File: config.mk
export PLATFORM = sky130hd
export DESIGN_NAME = cfg_write_scheduler
export DESIGN_NICKNAME = d
export VERILOG_FILES = /design/src/rtl/cfg_pkg.sv /design/src/rtl/cfg_fifo.sv /design/src/rtl/cfg_write_scheduler.sv
export SDC_FILE = /design/constraint.sdc
export NUM_CORES = 1
export LEC_CHECK = 0
export BUFFER_PORTS_ARGS = -buffer_cell sky130_fd_sc_hd__buf_4
export CAP_MARGIN = 20
export CELL_PAD_IN_SITES_DETAIL_PLACEMENT = 2
export CELL_PAD_IN_SITES_GLOBAL_PLACEMENT = 2
export CORE_MARGIN = 3
export CORE_UTILIZATION = 44
export CTS_BUF_LIST = sky130_fd_sc_hd__clkbuf_4 sky130_fd_sc_hd__clkbuf_8
export CTS_CLUSTER_SIZE = 28
export DETAILED_ROUTE_END_ITERATION = 10
export PLACE_DENSITY = 0.85
export RECOVER_POWER = 25
export SLEW_MARGIN = 20
export SYNTH_ARGS = -nofsm -noshare
export SYNTH_HDL_FRONTEND = slang
export SYNTH_SLANG_ARGS = --single-unit
File: constraint.sdc
create_clock -name clk_i -period 7.1 [get_ports clk_i]
set_clock_uncertainty 0.15 [all_clocks]
set_input_delay 0 -clock clk_i [delete_from_list [all_inputs] [get_ports clk_i]]
set_output_delay 0 -clock clk_i [all_outputs]
set_load 0.01 [all_outputs]
File: src/rtl/cfg_pkg.sv
`default_nettype none
// ============================================================================
// Module   : cfg_pkg
// Purpose  : Shared display-config constants, register indices, write request
// Revision : 1.0 - initial release
// ============================================================================
package cfg_pkg;

  localparam int NUM_REGISTERS = 7;
  localparam int LEN_REGISTER  = 8;
  localparam int AW            = $clog2(NUM_REGISTERS);

  typedef enum logic [AW-1:0] {
    REG_COLOR1,
    REG_COLOR2,
    REG_COLOR3,
    REG_COLOR4,
    REG_SPRITE_X,
    REG_SPRITE_Y,
    REG_MISC
  } cfg_reg_e;

  typedef struct packed {
    logic [AW-1:0]           addr;
    logic [LEN_REGISTER-1:0] data;
  } cfg_req_t;

endpackage
`default_nettype wire

File: src/rtl/cfg_fifo.sv
`default_nettype none
// ============================================================================
// Module   : cfg_fifo
// Purpose  : Synchronous FIFO of pending config write requests
// Revision : 1.0 - initial release
// ============================================================================
module cfg_fifo
  import cfg_pkg::*;
#(
  parameter int FIFO_DEPTH = 4,
  localparam int CW = $clog2(FIFO_DEPTH + 1)
) (
  input  logic          clk_i,
  input  logic          rst_ni,
  input  logic          push_i,
  input  cfg_req_t      push_data_i,
  input  logic          pop_i,
  output cfg_req_t      pop_data_o,
  output logic          full_o,
  output logic          empty_o,
  output logic [CW-1:0] count_o
);

  localparam int PW = $clog2(FIFO_DEPTH);

  cfg_req_t      r_mem [FIFO_DEPTH];
  logic [PW-1:0] r_wr_ptr;
  logic [PW-1:0] r_rd_ptr;
  logic [CW-1:0] r_count;

  // Pointers wrap naturally because the depth is a power of two.
  always_ff @(posedge clk_i or negedge rst_ni) begin
    if (!rst_ni) begin
      r_wr_ptr <= '0;
      r_rd_ptr <= '0;
      r_count  <= '0;
    end else begin
      if (push_i) r_wr_ptr <= r_wr_ptr + 1'b1;
      if (pop_i)  r_rd_ptr <= r_rd_ptr + 1'b1;
      if (push_i && !pop_i)      r_count <= r_count + 1'b1;
      else if (pop_i && !push_i) r_count <= r_count - 1'b1;
    end
  end

  always_ff @(posedge clk_i) begin
    if (push_i) r_mem[r_wr_ptr] <= push_data_i;
  end

  assign pop_data_o = r_mem[r_rd_ptr];
  assign full_o     = (r_count == CW'(FIFO_DEPTH));
  assign empty_o    = (r_count == '0);
  assign count_o    = r_count;

endmodule
`default_nettype wire

File: src/rtl/cfg_write_scheduler.sv
`default_nettype none
// ============================================================================
// Module   : cfg_write_scheduler
// Purpose  : Arbitrates SPI/animator config writes, commits them during vblank
// Revision : 1.0 - initial release
// ============================================================================
module cfg_write_scheduler
  import cfg_pkg::*;
#(
  parameter int FIFO_DEPTH = 4,
  localparam int PW = $clog2(FIFO_DEPTH + 1)
) (
  input  logic                    clk_i,
  input  logic                    rst_ni,
  input  logic                    spi_valid_i,
  input  logic [AW-1:0]           spi_addr_i,
  input  logic [LEN_REGISTER-1:0] spi_data_i,
  output logic                    spi_ready_o,
  input  logic                    anim_valid_i,
  input  logic [AW-1:0]           anim_addr_i,
  input  logic [LEN_REGISTER-1:0] anim_data_i,
  output logic                    anim_ready_o,
  input  logic                    vblank_i,
  output logic                    wr_en_o,
  output logic [AW-1:0]           wr_addr_o,
  output logic [LEN_REGISTER-1:0] wr_data_o,
  output logic [PW-1:0]           pending_o,
  output logic                    drop_o
);

  typedef enum logic [1:0] {
    IDLE        = 2'd0,
    WAIT_VBLANK = 2'd1,
    DRAIN       = 2'd2
  } state_e;

  state_e                  r_state, w_state_next;
  logic                    r_rr_spi;
  logic                    r_wr_en, r_drop;
  logic [AW-1:0]           r_wr_addr;
  logic [LEN_REGISTER-1:0] r_wr_data;

  logic          w_grant_spi, w_grant_anim, w_full, w_empty;
  logic          w_push, w_pop, w_bypass, w_wr_valid;
  logic [PW-1:0] w_count;
  cfg_req_t      w_push_req, w_fifo_head, w_pop_req;

  assign w_grant_spi  = spi_valid_i  && (!anim_valid_i || r_rr_spi);
  assign w_grant_anim = anim_valid_i && (!spi_valid_i  || !r_rr_spi);
  assign spi_ready_o  = w_grant_spi  && !w_full;
  assign anim_ready_o = w_grant_anim && !w_full;
  assign w_push       = spi_ready_o || anim_ready_o;

  always_comb begin
    w_push_req.addr = anim_addr_i;
    w_push_req.data = anim_data_i;
    if (w_grant_spi) begin
      w_push_req.addr = spi_addr_i;
      w_push_req.data = spi_data_i;
    end
  end

  // An empty FIFO popped in the same cycle hands the incoming request straight
  // to the write register, giving a one-cycle commit during vblank.
  assign w_bypass   = w_pop && w_empty;
  assign w_pop_req  = w_empty ? w_push_req : w_fifo_head;
  assign w_wr_valid = int'(w_pop_req.addr) < NUM_REGISTERS;

  cfg_fifo #(
    .FIFO_DEPTH (FIFO_DEPTH)
  ) u_fifo (
    .clk_i       (clk_i),
    .rst_ni      (rst_ni),
    .push_i      (w_push && !w_bypass),
    .push_data_i (w_push_req),
    .pop_i       (w_pop && !w_bypass),
    .pop_data_o  (w_fifo_head),
    .full_o      (w_full),
    .empty_o     (w_empty),
    .count_o     (w_count)
  );

  // The cycle that first sees vblank already pops, so a commit lands on the
  // following cycle; vblank low stops popping at once.
  always_comb begin
    w_state_next = r_state;
    w_pop        = 1'b0;
    unique case (r_state)
      IDLE: begin
        w_pop = w_push && vblank_i;
        if (w_push) w_state_next = vblank_i ? DRAIN : WAIT_VBLANK;
      end
      WAIT_VBLANK, DRAIN: begin
        w_pop = vblank_i && (!w_empty || w_push);
        if ((w_empty && (!w_push || w_pop)) ||
            ((w_count == PW'(1)) && w_pop && !w_push))
          w_state_next = IDLE;
        else if (vblank_i)
          w_state_next = DRAIN;
        else
          w_state_next = WAIT_VBLANK;
      end
      default: w_state_next = IDLE;
    endcase
  end

  always_ff @(posedge clk_i or negedge rst_ni) begin
    if (!rst_ni) begin
      r_state   <= IDLE;
      r_rr_spi  <= 1'b1;
      r_wr_en   <= 1'b0;
      r_drop    <= 1'b0;
      r_wr_addr <= '0;
      r_wr_data <= '0;
    end else begin
      r_state <= w_state_next;
      if (w_push && spi_valid_i && anim_valid_i) r_rr_spi <= !r_rr_spi;
      r_wr_en <= w_pop && w_wr_valid;
      r_drop  <= w_pop && !w_wr_valid;
      if (w_pop && w_wr_valid) begin
        r_wr_addr <= w_pop_req.addr;
        r_wr_data <= w_pop_req.data;
      end
    end
  end

  assign wr_en_o   = r_wr_en;
  assign wr_addr_o = r_wr_addr;
  assign wr_data_o = r_wr_data;
  assign drop_o    = r_drop;
  assign pending_o = w_count;

endmodule
`default_nettype wire

# Yosys cells after proc, flatten, opt, wreduce, memory -nomap -nowiden
# Memories as Yosys holds them, arrays and structs flattened.
# Cells that the tools add are included.
[word_totals] inputBits=27 regBits=23 output_inout_bits=18 ramBits=44 elab_cells=69 memories=1 romBits=0 latchBits=0
[mem_list] memory="u_fifo.r_mem" words=4 word_bits=11 rd=1 rd_ports_with_merged_regs=0 write_ports=1 line="cfg_fifo.sv:26" rtl="cfg_req_t r_mem [FIFO_DEPTH];"
[op_classes] bitwise_logic=0 add_sub_neg=4 n_reduce_logical=38 mux=11 shifts=0 div=0 eq_ne=5 mul=0 order_cmp=1
[ops] cell="11-bit 2-to-1 mux" n=2
[ops] cell="1-bit logical AND" n=18
[ops] cell="1-bit zero test" n=10
[ops] cell="1-bit logical OR" n=6
[ops] cell="2-bit 2-to-1 mux" n=3
[ops] cell="3-bit 2-to-1 mux" n=2
[ops] cell="2-bit by 1-bit adder with 2-bit output, second input constant" n=2
[ops] cell="2-bit one-hot mux with 2 select lines" n=1
[ops] cell="3-bit by 1-bit adder with 3-bit output, second input constant" n=1
[ops] cell="3-bit by 1-bit == test with 1-bit output, second input constant" n=1
[ops] cell="3-bit == test, second input constant" n=1
[ops] cell="3-bit zero test" n=1
[ops] cell="3-bit less-than comparator, second input constant" n=1
[ops] cell="3-bit by 1-bit subtractor with 3-bit output, second input constant" n=1
[ops] cell="2-bit by 1-bit == test with 1-bit output, second input constant" n=1
[ops] cell="2-bit == test, second input constant" n=1
[ops] cell="2-bit zero test" n=1
[ops] cell="1-bit 2-to-1 mux" n=2
[ops] cell="2-bit != test, second input constant" n=1
[ops] cell="1-bit one-hot mux with 2 select lines" n=1
[ops] cell="2-bit nonzero test" n=1
[ops] cell="2-bit OR reduction" n=1

# Logic depth before layout (Yosys ltp)
# Gate-level depths: netlist of run 1.
[logic_depth] depth_word=15 ltp_mapped=11 mapped_depth_nobuf=11

# Cells and area by module
# Synthesis of run 1 repeated with hierarchy kept, for this count alone.
[unflattened] cells_unflattened=197 area_unflattened_um2=3126.7
[modules_own_cells] module="cfg_fifo" area_each_um2=1986.9 cells_per_inst=91 seq_area_each_um2=1496.4 n_inst=1
[modules_own_cells] module="cfg_write_scheduler" area_each_um2=1139.8 cells_per_inst=106 seq_area_each_um2=401.6 n_inst=1

# Worst setup path after synthesis of run 1
# Ideal clock, no wire load.
[synth_timing] path_type="flip-flop to flip-flop" from="reg u_fifo.r_count[0] (netlist: u_fifo.count_o[0])" to="reg u_fifo.r_count[2] (netlist: u_fifo.count_o[2])" setup_slack_ns=4.572 n_path_buf=0 t_required_ns=6.819 stages_incl_launch_ff=12 setup_ns=0.131 arrival_ns=2.247 synth_period_minus_slack_ns=2.528 path_cell_list="dfrtp_1 > inv_1 > ha_1 > nand2_1 > o21ai_0 > a21oi_1 > a31oi_2 > nand2b_1 > ha_1 > mux2i_1 > nor2_1 > xor2_1"
[synth_via] elab_chain_len=13 elab_cells_between_ends=24 cone_classes="2 x add/sub; 1 x eq/ne; 3 x mux; 18 x reduce/logical"
[synth_rtl] element="start: declaration" line="cfg_fifo.sv:29" rtl="logic [CW-1:0] r_count;"
[synth_rtl] element="start signal: assignment" line="cfg_fifo.sv:40" rtl="if (push_i && !pop_i) r_count <= r_count + 1'b1;"
[synth_rtl] element="start signal: assignment" line="cfg_fifo.sv:41" rtl="else if (pop_i && !push_i) r_count <= r_count - 1'b1;"
[synth_rtl] element="3-bit == test" line="cfg_fifo.sv:50" rtl="assign full_o = (r_count == CW'(FIFO_DEPTH));"
[synth_rtl] element="1-bit zero test" line="cfg_write_scheduler.sv:50, cfg_write_scheduler.sv:51"
[synth_rtl] element="1-bit logical AND, on equally long branches" line="cfg_write_scheduler.sv:50, cfg_write_scheduler.sv:51"
[synth_rtl] element="1-bit logical OR" line="cfg_write_scheduler.sv:52" rtl="assign w_push = spi_ready_o || anim_ready_o;"
[synth_rtl] element="1-bit logical OR" line="cfg_write_scheduler.sv:94" rtl="w_pop = vblank_i && (!w_empty || w_push);"
[synth_rtl] element="1-bit logical AND" line="cfg_write_scheduler.sv:94"
[synth_rtl] element="1-bit one-hot mux with 2 select lines" line="cfg_write_scheduler.sv:88" rtl="unique case (r_state)"
[synth_rtl] element="1-bit logical AND" line="cfg_write_scheduler.sv:65" rtl="assign w_bypass = w_pop && w_empty;"
[synth_rtl] element="1-bit zero test" line="cfg_write_scheduler.sv:74, cfg_write_scheduler.sv:76"
[synth_rtl] element="1-bit logical AND, on equally long branches" line="cfg_write_scheduler.sv:76, cfg_write_scheduler.sv:74"
[synth_rtl] element="1-bit zero test, on equally long branches" line="cfg_fifo.sv:40, cfg_fifo.sv:41"
[synth_rtl] element="1-bit logical AND, on equally long branches" line="cfg_fifo.sv:40, cfg_fifo.sv:41"
[synth_rtl] element="3-bit 2-to-1 mux / 2-bit nonzero test (equally long branches)"
# Parallel ways exist; a longest one is shown, timed or not. The select of a mux whose other input is x is not followed.
# A chain may end at the register's enable or synchronous reset.

# Worst setup path in the final report of run 1
# Same ends and word-level chain as after synthesis.

==> results of run 1 <==
==> synth_stat cells (all sizes together) <==
| master | number | share of area (%) |
|---|---|---|
| or2 | 1 | 0.20 |
| mux2 | 11 | 4.3 |
| a31oi | 2 | 0.61 |
| o21ai | 9 | 1.7 |
| a32o | 1 | 0.32 |
| nor2 | 9 | 1.1 |
| nand2 | 7 | 0.85 |
| xnor2 | 5 | 1.4 |
| nand3 | 2 | 0.32 |
| a21oi | 15 | 2.4 |
| a211o | 2 | 0.57 |
| dfstp | 1 | 0.85 |
| o22a | 4 | 1.1 |
| nor2b | 2 | 0.40 |
| nand2b | 3 | 0.85 |
| edfxtp | 44 | 43 |
| o22ai | 6 | 1.2 |
| clkbuf | 1 | 0.12 |
| buf | 7 | 1.4 |
| or3 | 2 | 0.40 |
| mux2i | 34 | 11 |
| o21bai | 1 | 0.24 |
| and2 | 4 | 0.81 |
| o21a | 1 | 0.24 |
| inv | 16 | 1.9 |
| ha | 11 | 4.5 |
| xor2 | 2 | 0.57 |
| dfrtp | 22 | 18 |
==> metrics by stage <==
step / setup slack [ns] / utilization (%) / hold slack (ns)
6_report: 3.821 / 60.41 / 0.1016
5_1_grt: 3.649 / 60.41 / 0.1069
4_1_cts: 3.991 / 61.55 / 0.004810
3_5_place_dp: 4.083 / 53.36 / -0.2247
3_3_place_gp: 4.315 / 53.36 / -0.2271
2_1_floorplan: 4.572 / - / -0.4456
==> state kept, by name, indices dropped and copies added (netlist names) <==
register	flops
wr_en_o	1
drop_o	1
u_fifo.count_o	3
r_rr_spi	1
u_fifo.r_rd_ptr	2
u_fifo.r_mem	44
r_state	2
u_fifo.r_wr_ptr	2
wr_addr_o	3
wr_data_o	8
==> layer usage <==
metal  share of wire [%]  vias to the layer above  wire (µm)  global-route usage (%)
li1                    -                      982          -                       -
met1                  39                     1172       4342                   33.55
met2                  55                       79       6080                   54.14
met3                 4.6                       17        516                   5.843
met4                 1.7                        0        190                   7.535
met5                   0                        -          0                       0
==> worst max-delay path: stages (launching register included) <==
cell	delay, ns
sky130_fd_sc_hd__dfrtp_1	0.45
sky130_fd_sc_hd__inv_1	0.13
sky130_fd_sc_hd__ha_1	0.33
sky130_fd_sc_hd__nand2_1	0.18
sky130_fd_sc_hd__o21ai_0	0.27
sky130_fd_sc_hd__a21oi_1	0.20
sky130_fd_sc_hd__a31oi_2	0.46
sky130_fd_sc_hd__nand2b_1	0.24
sky130_fd_sc_hd__ha_1	0.26
sky130_fd_sc_hd__mux2i_1	0.25
sky130_fd_sc_hd__nor2_1	0.10
sky130_fd_sc_hd__xor2_1	0.15
==> report_power, final <==
| part | internal, mW | switching, mW | total [mW] |
|---|---|---|---|
| clock | 0.163 | 0.160 | 0.323 |
| combinational | 0.317 | 0.512 | 0.829 |
| sequential | 0.589 | 0.129 | 0.719 |
==> cell type report <==
type,count,area (µm²)
Clock inverter,6,56.30
Clock buffer,10,131.4
Inverter,16,60.06
Timing Repair Buffer,80,619.3
Multi-Input combinational cell,134,1085
Fill cell,599,2600
Sequential cell,67,1899
Tap cell,93,116.4
==> path summary, 6_finish.rpt <==
path	startpoint	to	cells past startpoint
worst max-delay path	u_fifo.count_o[0]	u_fifo.count_o[2]	11
worst min-delay path	anim_data_i[3]	wr_data_o[3]	4
worst max register to register	u_fifo.count_o[0]	u_fifo.count_o[2]	11
worst min register to register	r_rr_spi	r_rr_spi	1
max in group asynchronous	rst_ni	u_fifo.r_rd_ptr[0]	4
min in group asynchronous	rst_ni	r_rr_spi	3
==> logic make-up (layout without fill, tap and decap cells) <==
| logic type | after synthesis | after routing | share of synthesized area, % |
|---|---|---|---|
| buf+inv | 24 | 112 | 3.481 |
| mux | 45 | 45 | 15.26 |
| simple gates | 30 | 30 | 4.939 |
| compound gates | 41 | 41 | 8.462 |
| xor+xnor | 7 | 7 | 1.984 |
| fa+ha+maj | 11 | 11 | 4.453 |
| flops | 67 | 67 | 61.42 |
==> impl_metrics.csv, run 1 <==
group,metric,value,unit
final_layout,final_common_cell,"sky130_fd_sc_hd__edfxtp_1",
final_layout,antenna_cells_inserted,0,
final_layout,number_of_cells_in_the_finished_layout_apart_from_fillers,406,
clocking,clock_insertion_delay_worst_skew,0.35,ns
timing,layout_min_cycle_time,3.279,ns
timing,post-route-period-util,46.19,%
die,start_util,47.06,%
final_layout,layout.cell_area.non_filler,3968,µm²
setup_path,reg2reg_setup_slack,3.82,ns
setup_path,required,7.18,ns
placed_design,placement.io_buffers,44,
placed_design,placed_area,3505,µm²
synthesis,netlist_area_pre_place,3090,µm²
clocking,postCtsResizedCells,0,
final_layout,most_used_cells_in_the_layout_excluding_fill_and_tap_cells,"sky130_fd_sc_hd__edfxtp_1, sky130_fd_sc_hd__mux2i_1, sky130_fd_sc_hd__dlygate4sd3_1",
clocking,cts.root.buffer_cell,"sky130_fd_sc_hd__clkbuf_8",
synthesis,seq_area_frac_synth,61.42,%
setup_path,worstSetupStartpointType,"flip-flop",
grt,total_track_usage,28.89,%
setup_path,endpoint_arrival_time_on_the_critical_path,3.36,ns
setup_path,timing_worst_setup_path_type,"reg -> reg",
synthesis,syn_area_per_cell,13.74,µm²
setup_path,timing.critical_path.to_type,"flip-flop",
power_and_ir_drop,post-layout-total-power,1.870,mW
clocking,cts_hold_buf,34,
clocking,cts-buffers-inserted,9,
clocking,cts_setup_buffers,0,
clocking,clock_tree.buffer_depth,2,
synthesis,synth_seq_cells,67,
die,design.portCount,45,
placed_design,gp_congestion,0.6803,
job,max_cap_violations,0,
grt,grt_max_degree,23,
route,routed_wl,11.13,mm
timing,fmax,0.3049,GHz
clocking,clock_tree.htree_level_count,3,
final_layout,layout-drive-gt1-share,20.45,%
synthesis,postSynthNetCount,263,
die,core_area,6568,µm²
placed_design,dp.final_hpwl,5.570,mm
final_layout,final_nets,346,
clocking,tritoncts_clock_tree,"done",
die,die_extent_in_x,89.81,µm
timing,slew-limit-headroom,7.814,%
setup_path,largest_fanout_on_the_critical_path,10,
grt,grt_overflow,0,
placed_design,dp_cells,356,
die,placementRows,29,
grt,grt_pass1_wl,17.22,mm
die,die_h,89.81,µm
min_path,timing.hold.worst.class,"in -> reg",
grt,antenna_found_initial,0,
route,vias_per_cell,5.542,
power_and_ir_drop,total_leakage_power,1.651,nW
timing,final_setup_violating_endpoints,0,
timing,final_max_slew_violation_count,0,
route,total_drc_errors_in_the_routed_layout,0,
timing,rsz0062_at_grt,"no",
status,outcome,"completed",
timing,finalSetupTns,0,ns
synthesis,synth_warnings,0,
clocking,clk_transition_reported_paths,0.07,ns
final_layout,flow.area_growth_from_synthesis,28.38,%
grt,vias_in_the_first_global_route,2707,
power_and_ir_drop,power_density_over_the_cells,471.4,nW/µm²
route,number_of_drc_markers_after_the_initial_detailed_route_iteration,144,
timing,worst_slew_pin_slew,1.383,ns
clocking,cts_num_sinks,67,
route,final_antenna_net_count,0,
route,via_count,2250,
power_and_ir_drop,highest_ir_drop_seen_on_vdd,0.0002305,V
synthesis,yosys.cell_types.count,35,
die,floorplan.die_area,8066,µm²
timing,hold_viol_final,0,
route,dr.pass1.iters,4,
route,detail_route.wl_per_cell,27.41,µm
synthesis,netlist_instances,225,
Note: power is estimated with default switching activity, not from simulation.
==> run 2: changes to the inputs <==
--- a/config.mk
+++ b/config.mk
@@ -5,16 +5,17 @@
 export SDC_FILE = /design/constraint.sdc
 export NUM_CORES = 1
 export LEC_CHECK = 0
+export ABC_AREA = 1
 export BUFFER_PORTS_ARGS = -buffer_cell sky130_fd_sc_hd__buf_4
 export CAP_MARGIN = 20
 export CELL_PAD_IN_SITES_DETAIL_PLACEMENT = 2
 export CELL_PAD_IN_SITES_GLOBAL_PLACEMENT = 2
 export CORE_MARGIN = 3
-export CORE_UTILIZATION = 44
+export CORE_UTILIZATION = 37
 export CTS_BUF_LIST = sky130_fd_sc_hd__clkbuf_4 sky130_fd_sc_hd__clkbuf_8
 export CTS_CLUSTER_SIZE = 28
 export DETAILED_ROUTE_END_ITERATION = 10
-export PLACE_DENSITY = 0.85
+export PLACE_DENSITY = 0.8
 export RECOVER_POWER = 25
 export SLEW_MARGIN = 20
 export SYNTH_ARGS = -nofsm -noshare
==> constraint.sdc (replaced) <==
create_clock -name clk_i -period 3.2 [get_ports clk_i]
set_clock_uncertainty 0.15 [all_clocks]
set_input_delay 0 -clock clk_i [delete_from_list [all_inputs] [get_ports clk_i]]
set_output_delay 0 -clock clk_i [all_outputs]
set_load 0.01 [all_outputs]
==> impl_metrics.csv, run 2 <==
group,metric,value,unit
timing,layout_min_cycle_time,2.757,ns
clocking,clock_tree.buffer_depth,2,
final_layout,largest_register,"u_fifo.r_mem",
synthesis,synthTopCellsByCount,"sky130_fd_sc_hd__nand2_1, sky130_fd_sc_hd__inv_1, sky130_fd_sc_hd__edfxtp_1, sky130_fd_sc_hd__o21ai_0, sky130_fd_sc_hd__nor2_1",
power_and_ir_drop,post-layout-total-power,4.157,mW
synthesis,synth-simple-area-share,20.60,%
timing,worst_slew_pin_slew,1.372,ns
final_layout,nFillCells,952,
timing,final_setup_violating_endpoints,0,
synthesis,largest_family_of_logic_cells_by_synthesized_area,"simple AND/OR/NAND/NOR gates",
job,max_cap_violations,0,
synthesis,syn_area_per_cell,9.170,µm²
synthesis,area_share_of_fa_ha_maj_cells_after_synthesis,4.181,%
setup_path,timing_worst_setup_path_type,"reg -> reg",
synthesis,netlist_top_cells_area,"sky130_fd_sc_hd__edfxtp_1, sky130_fd_sc_hd__dfrtp_1, sky130_fd_sc_hd__nand2_1, sky130_fd_sc_hd__inv_1, sky130_fd_sc_hd__o21ai_0",
route,detail_route.wl_per_cell,19.84,µm
final_layout,antenna_cells_inserted,0,
clocking,clock_insertion_delay_worst_skew,0.34,ns
placed_design,placement.io_buffers,44,
route,via_count,2703,
synthesis,synth_enable_flop_cells,44,
placed_design,dp.final_hpwl,6.865,mm
synthesis,synth-main-ff-cell,"sky130_fd_sc_hd__edfxtp_1",
clocking,cts.root.buffer_cell,"sky130_fd_sc_hd__clkbuf_8",
synthesis,postSynthNetCount,397,
timing,worst_slack,0.4434,ns
grt,grt_max_degree,31,
timing,finalSetupTns,0,ns
die,die_extent_in_x,100.3,µm
synthesis,yosys.cell_types.count,24,
clocking,cts_setup_buffers,0,
synthesis,seq_area_frac_synth,57.66,%
route,final_antenna_net_count,0,
power_and_ir_drop,total_leakage_power,1.916,nW
setup_path,endpoint_arrival_time_on_the_critical_path,2.84,ns
synthesis,netlist_area_pre_place,3292,µm²
placed_design,place_ws,0.4453,ns
clocking,cts-buffers-inserted,9,
timing,rsz0062_at_grt,"no",
placed_design,gp_congestion,0.7584,
clocking,clock_tree.htree_level_count,3,
synthesis,synth_xor_area_share,1.596,%
grt,total_track_usage,22.34,%
synthesis,synth.most_common_cell,"sky130_fd_sc_hd__nand2_1",
setup_path,required,3.28,ns
timing,slew-limit-headroom,8.518,%
clocking,tritoncts_clock_tree,"done",
grt,antenna_found_initial,0,
power_and_ir_drop,power_density_over_the_cells,1034,nW/µm²
status,outcome,"completed",
die,placementRows,33,
final_layout,most_used_cells_in_the_layout_excluding_fill_and_tap_cells,"sky130_fd_sc_hd__nand2_1, sky130_fd_sc_hd__inv_1, sky130_fd_sc_hd__edfxtp_1",
die,die_h,100.3,µm
die,design.portCount,45,
die,start_util,39.08,%
synthesis,synth_seq_cells,67,
final_layout,final_common_cell,"sky130_fd_sc_hd__nand2_1",
synthesis,synthArstFlopShare,34.33,%
die,core_area,8423,µm²
final_layout,multiInputGateArea,1097,µm²
synthesis,synth_compound_gate_area_share,6.956,%
timing,final_max_slew_violation_count,0,
final_layout,seqCellArea,1898,µm²
timing,hold_viol_final,0,
setup_path,timing.critical_path.to_type,"flip-flop",
timing,post-route-period-util,86.15,%
final_layout,layout-drive-gt1-share,14.42,%
route,total_drc_errors_in_the_routed_layout,0,
timing,fmax,0.3628,GHz
die,floorplan.die_area,10070,µm²
setup_path,worstSetupStartpointType,"flip-flop",
route,routed_wl,10.62,mm
final_layout,finalCoreUtilization,47.74,%
route,vias_per_cell,5.052,
synthesis,synth.area.mux_share,0,%
final_layout,max_reg_flops,44,
min_path,timing.hold.worst.class,"in -> reg",
placed_design,dp_cells,504,
grt,grt_overflow,0,
clocking,clk_transition_reported_paths,0.07,ns
synthesis,netlist_instances,359,
final_layout,flow.area_growth_from_synthesis,22.16,%
power_and_ir_drop,highest_ir_drop_seen_on_vdd,0.0004093,V
synthesis,synth_top_area_cell,"sky130_fd_sc_hd__edfxtp_1",
final_layout,final_nets,463,
route,number_of_drc_markers_after_the_initial_detailed_route_iteration,109,
final_layout,number_of_cells_in_the_finished_layout_apart_from_fillers,535,
grt,grt_pass1_wl,16.92,mm
route,dr.pass1.iters,4,
clocking,cts_num_sinks,67,
grt,vias_in_the_first_global_route,3239,
setup_path,largest_fanout_on_the_critical_path,13,
synthesis,synth_largest_type_area_fraction,40.14,%
synthesis,synth_warnings,0,
## run 2: cell count changes after synthesis, moves of 9 or more
cell | previous run | this run
sky130_fd_sc_hd__nand2_1 | 7 | 103
sky130_fd_sc_hd__inv_1 | 15 | 55
sky130_fd_sc_hd__mux2i_1 | 34 | 0
sky130_fd_sc_hd__nand3_1 | 2 | 27
sky130_fd_sc_hd__o21ai_0 | 7 | 31
sky130_fd_sc_hd__nor2_1 | 9 | 28
sky130_fd_sc_hd__a21oi_1 | 15 | 0
sky130_fd_sc_hd__mux2_2 | 9 | 0
## run 2: routing by layer
| metal | vias up | GRT usage (%) | part of all wire (%) | wire length [µm] |
|---|---|---|---|---|
| met5 | - | 0 | 0 | 0 |
| met4 | 0 | 6.736 | 1.5 | 159 |
| met3 | 12 | 5.281 | 4.3 | 458 |
| met2 | 66 | 40.98 | 54 | 5708 |
| met1 | 1349 | 25.62 | 40 | 4291 |
| li1 | 1276 | - | - | - |
## run 2: kinds of logic after synthesis
logic type	count (synthesis)
XOR/XNOR	6
flip-flops	67
AND/OR/NAND/NOR	165
buffers and inverters	70
adder cells (fa/ha/maj)	11
AO/OA/AOI/OAI	40
## run 2: final cells by class
class / instances / area share [%]
inverters: 58 / 5.414
flip-flops and latches: 67 / 47.20
repair buffers: 67 / 11.79
clock buffers: 14 / 4.169
multi-input cells: 222 / 27.29
clock inverters: 2 / 0.8712
well taps: 105 / 3.267
## run 2: stage by stage
step / area (µm²) / hold WS (ns)
CTS: 4098 / 0.007767
floorplan: 3292 / -0.4456
global route: 4021 / 0.03715
global placement: 3735 / -0.2305
finish: 4021 / 0.01791
detailed placement: 3735 / -0.2221
## run 2: worst max-delay path: stages, from the launching register on
cell	delay, ns
sky130_fd_sc_hd__dfrtp_1	0.46
sky130_fd_sc_hd__inv_1	0.10
sky130_fd_sc_hd__ha_1	0.22
sky130_fd_sc_hd__nand2_1	0.09
sky130_fd_sc_hd__inv_1	0.08
sky130_fd_sc_hd__a31oi_2	0.25
sky130_fd_sc_hd__o21ai_2	0.12
sky130_fd_sc_hd__inv_2	0.25
sky130_fd_sc_hd__nand2_1	0.13
sky130_fd_sc_hd__ha_1	0.37
sky130_fd_sc_hd__nor2_1	0.13
sky130_fd_sc_hd__o21ai_0	0.11
sky130_fd_sc_hd__xor2_1	0.14
sky130_fd_sc_hd__inv_1	0.05
## run 2: path summary, 6_finish.rpt
kind	from	end	depth (start not counted)	slack [ns]
setup / recovery	u_fifo.count_o[0]	u_fifo.count_o[2]	13	0.44
hold / removal	anim_data_i[6]	u_fifo.r_mem[3][6]	5	0.02
setup reg to reg	u_fifo.count_o[0]	u_fifo.count_o[2]	13	0.44
hold reg to reg	wr_data_o[5]	wr_data_o[5]	2	0.34
max in group asynchronous	rst_ni	u_fifo.r_wr_ptr[1]	3	1.48
min in group asynchronous	rst_ni	r_rr_spi	2	0.12
## run 2: repair_timing
action	in CTS	in global routing
hold buffers	15	0
endpoints found under the hold margin	59	0
gates resized for setup	0	0
endpoints found under the setup margin	0	0
## run 2: power by group
part	internal, mW	switching, mW	leakage (nW)
Clock	0.416	0.330	0.108
Combinational	0.586	1.33	1.12
Sequential	1.33	0.168	0.688
==> run 3: changes to the inputs <==
--- a/config.mk
+++ b/config.mk
@@ -15,6 +15,7 @@
 export CTS_BUF_LIST = sky130_fd_sc_hd__clkbuf_4 sky130_fd_sc_hd__clkbuf_8
 export CTS_CLUSTER_SIZE = 28
 export DETAILED_ROUTE_END_ITERATION = 10
+export HOLD_SLACK_MARGIN = 0.08
 export PLACE_DENSITY = 0.8
 export RECOVER_POWER = 25
 export SLEW_MARGIN = 20
==> impl_metrics.csv, run 3 (synthesized netlist as in run 2, its figures left out) <==
group,metric,value,unit
status,outcome,"completed",
final_layout,seqCellArea,1898,µm²
timing,worst_hold_slack,0.1018,ns
timing,worst_slew_pin_slew,1.372,ns
clocking,cts_num_sinks,67,
clocking,tritoncts_clock_tree,"done",
final_layout,finalCoreUtilization,49.29,%
route,vias_per_cell,5.082,
die,die_extent_in_x,100.3,µm
grt,grt_max_degree,31,
route,met3WireLength,433,µm
setup_path,critPathMostFrequentCell,"sky130_fd_sc_hd__inv_1",
final_layout,nFillCells,929,
clocking,clock_tree.htree_level_count,3,
final_layout,multiInputGateArea,1097,µm²
setup_path,crit_path_cell_trace,"inv_1 -> ha_1 -> nand2_1 -> inv_1 -> a31oi_2 -> o21ai_2 -> inv_2 -> nand2_1 -> ha_1 -> nor2_1 -> o21ai_0 -> xor2_1 -> inv_1",
route,detail_route.wl_per_cell,20.79,µm
grt,total_track_usage,23.89,%
grt,grt_pass1_wl,18.00,mm
clocking,cts.root.buffer_cell,"sky130_fd_sc_hd__clkbuf_8",
clocking,clk_transition_reported_paths,0.07,ns
route,dr.pass1.iters,4,
route,routed-wl-met2,6.173,mm
route,total_drc_errors_in_the_routed_layout,0,
timing,layout_min_cycle_time,2.786,ns
timing,slew-limit-headroom,8.518,%
setup_path,crit_path_max_incr_delay,0.46,ns
route,route.top_layer_used,"met4",
grt,antenna_found_initial,0,
clocking,cts-buffers-inserted,9,
timing,fmax,0.3589,GHz
timing,hold_viol_final,0,
placed_design,dp.final_hpwl,6.865,mm
setup_path,timing.critical_path.to_type,"flip-flop",
final_layout,antenna_cells_inserted,0,
grt,vias_in_the_first_global_route,3297,
placed_design,placement.io_buffers,44,
setup_path,slowest_stage,"sky130_fd_sc_hd__dfrtp_1",
timing,final_setup_violating_endpoints,0,
clocking,cts_setup_buffers,0,
final_layout,most_used_cells_in_the_layout_excluding_fill_and_tap_cells,"sky130_fd_sc_hd__nand2_1, sky130_fd_sc_hd__inv_1, sky130_fd_sc_hd__edfxtp_1",
final_layout,final_nets,476,
setup_path,endpoint_arrival_time_on_the_critical_path,2.87,ns
setup_path,largest_fanout_on_the_critical_path,13,
die,die_h,100.3,µm
power_and_ir_drop,total_leakage_power,1.971,nW
placed_design,dp_cells,504,
grt,grt_overflow,0,
route,final_antenna_net_count,0,
route,routed_wl,11.40,mm
final_layout,largest_register,"u_fifo.r_mem",
final_layout,flow.area_growth_from_synthesis,26.11,%
power_and_ir_drop,highest_ir_drop_seen_on_vdd,0.0004179,V
timing,finalSetupTns,0,ns
final_layout,final_common_cell,"sky130_fd_sc_hd__nand2_1",
die,design.portCount,45,
die,floorplan.die_area,10070,µm²
route,number_of_drc_markers_after_the_initial_detailed_route_iteration,98,
die,core_area,8423,µm²
placed_design,placed_area,3735,µm²
setup_path,required,3.28,ns
final_layout,number_of_cells_in_the_finished_layout_apart_from_fillers,548,
placed_design,gp_congestion,0.7584,
job,max_cap_violations,0,
setup_path,timing_worst_setup_path_type,"reg -> reg",
clocking,clock_tree.buffer_depth,2,
power_and_ir_drop,power_density_over_the_cells,1022,nW/µm²
clocking,postCtsResizedCells,0,
timing,post-route-period-util,87.07,%
timing,final_max_slew_violation_count,0,
setup_path,worstSetupStartpointType,"flip-flop",
min_path,timing.hold.worst.class,"in -> reg",
timing,rsz0062_at_grt,"no",
final_layout,max_reg_flops,44,
die,placementRows,33,
clocking,clock_insertion_delay_worst_skew,0.34,ns
final_layout,layout-drive-gt1-share,14.00,%
route,drt-met1-wl,4.612,mm
die,start_util,39.08,%
route,via_count,2785,
final_layout,layout.cell_area.non_filler,4151,µm²
run 3: cell type report:
type                            instances  share of cell area (%)
Timing Repair Buffer                   80                   14.56
Clock inverter                          2                  0.8439
Multi-Input combinational cell        222                   26.43
Clock buffer                           14                   4.039
Sequential cell                        67                   45.72
Tap cell                              105                   3.165
Inverter                               58                   5.244
run 3: final timing paths:
path | depth (start not counted) | startpoint | to | slack [ns]
worst max-delay path | 13 | u_fifo.count_o[0] | u_fifo.count_o[2] | 0.41
worst min-delay path | 7 | anim_data_i[4] | wr_data_o[4] | 0.10
worst max register to register | 13 | u_fifo.count_o[0] | u_fifo.count_o[2] | 0.41
worst min register to register | 2 | wr_data_o[6] | wr_data_o[6] | 0.35
max in group asynchronous | 4 | rst_ni | u_fifo.r_rd_ptr[1] | 0.95
min in group asynchronous | 3 | rst_ni | r_rr_spi | 0.63
run 3: routing by layer:
metal / GRT usage (%) / vias up
li1: - / 1297
met1: 27.56 / 1413
met5: 0 / -
met4: 6.943 / 0
met2: 44.85 / 63
met3: 4.170 / 12
run 3: stage by stage:
| step | power, mW | worst slack [ns] |
|---|---|---|
| floorplan | 2.697 | 0.8877 |
| global placement | 3.267 | 0.6416 |
| detailed placement | 3.423 | 0.4453 |
| CTS | 4.313 | 0.4176 |
| global route | 4.543 | 0.1747 |
| finish | 4.242 | 0.4138 |
run 3: power breakdown:
group	total, mW	internal (mW)	switching, mW
Combinational	1.99	0.615	1.38
Sequential	1.50	1.33	0.174
Clock	0.749	0.416	0.333
Total	4.24	2.36	1.89
run 3: repair_timing:
item	4_1_cts	5_1_grt
endpoints found under the hold margin	72	0
endpoints found under the setup margin	0	0
hold buffers	28	0
run 3: critical path, delay by kind of cell, from the launching register on:
kind | cells | cell delay (ns)
AOI/OAI and AO/OA | 3 | 0.48
xor gates and xnor gates | 1 | 0.14
adders and majority gates | 2 | 0.59
buffers and inverters | 4 | 0.50
DFF | 1 | 0.46
and+or+nand+nor | 3 | 0.35
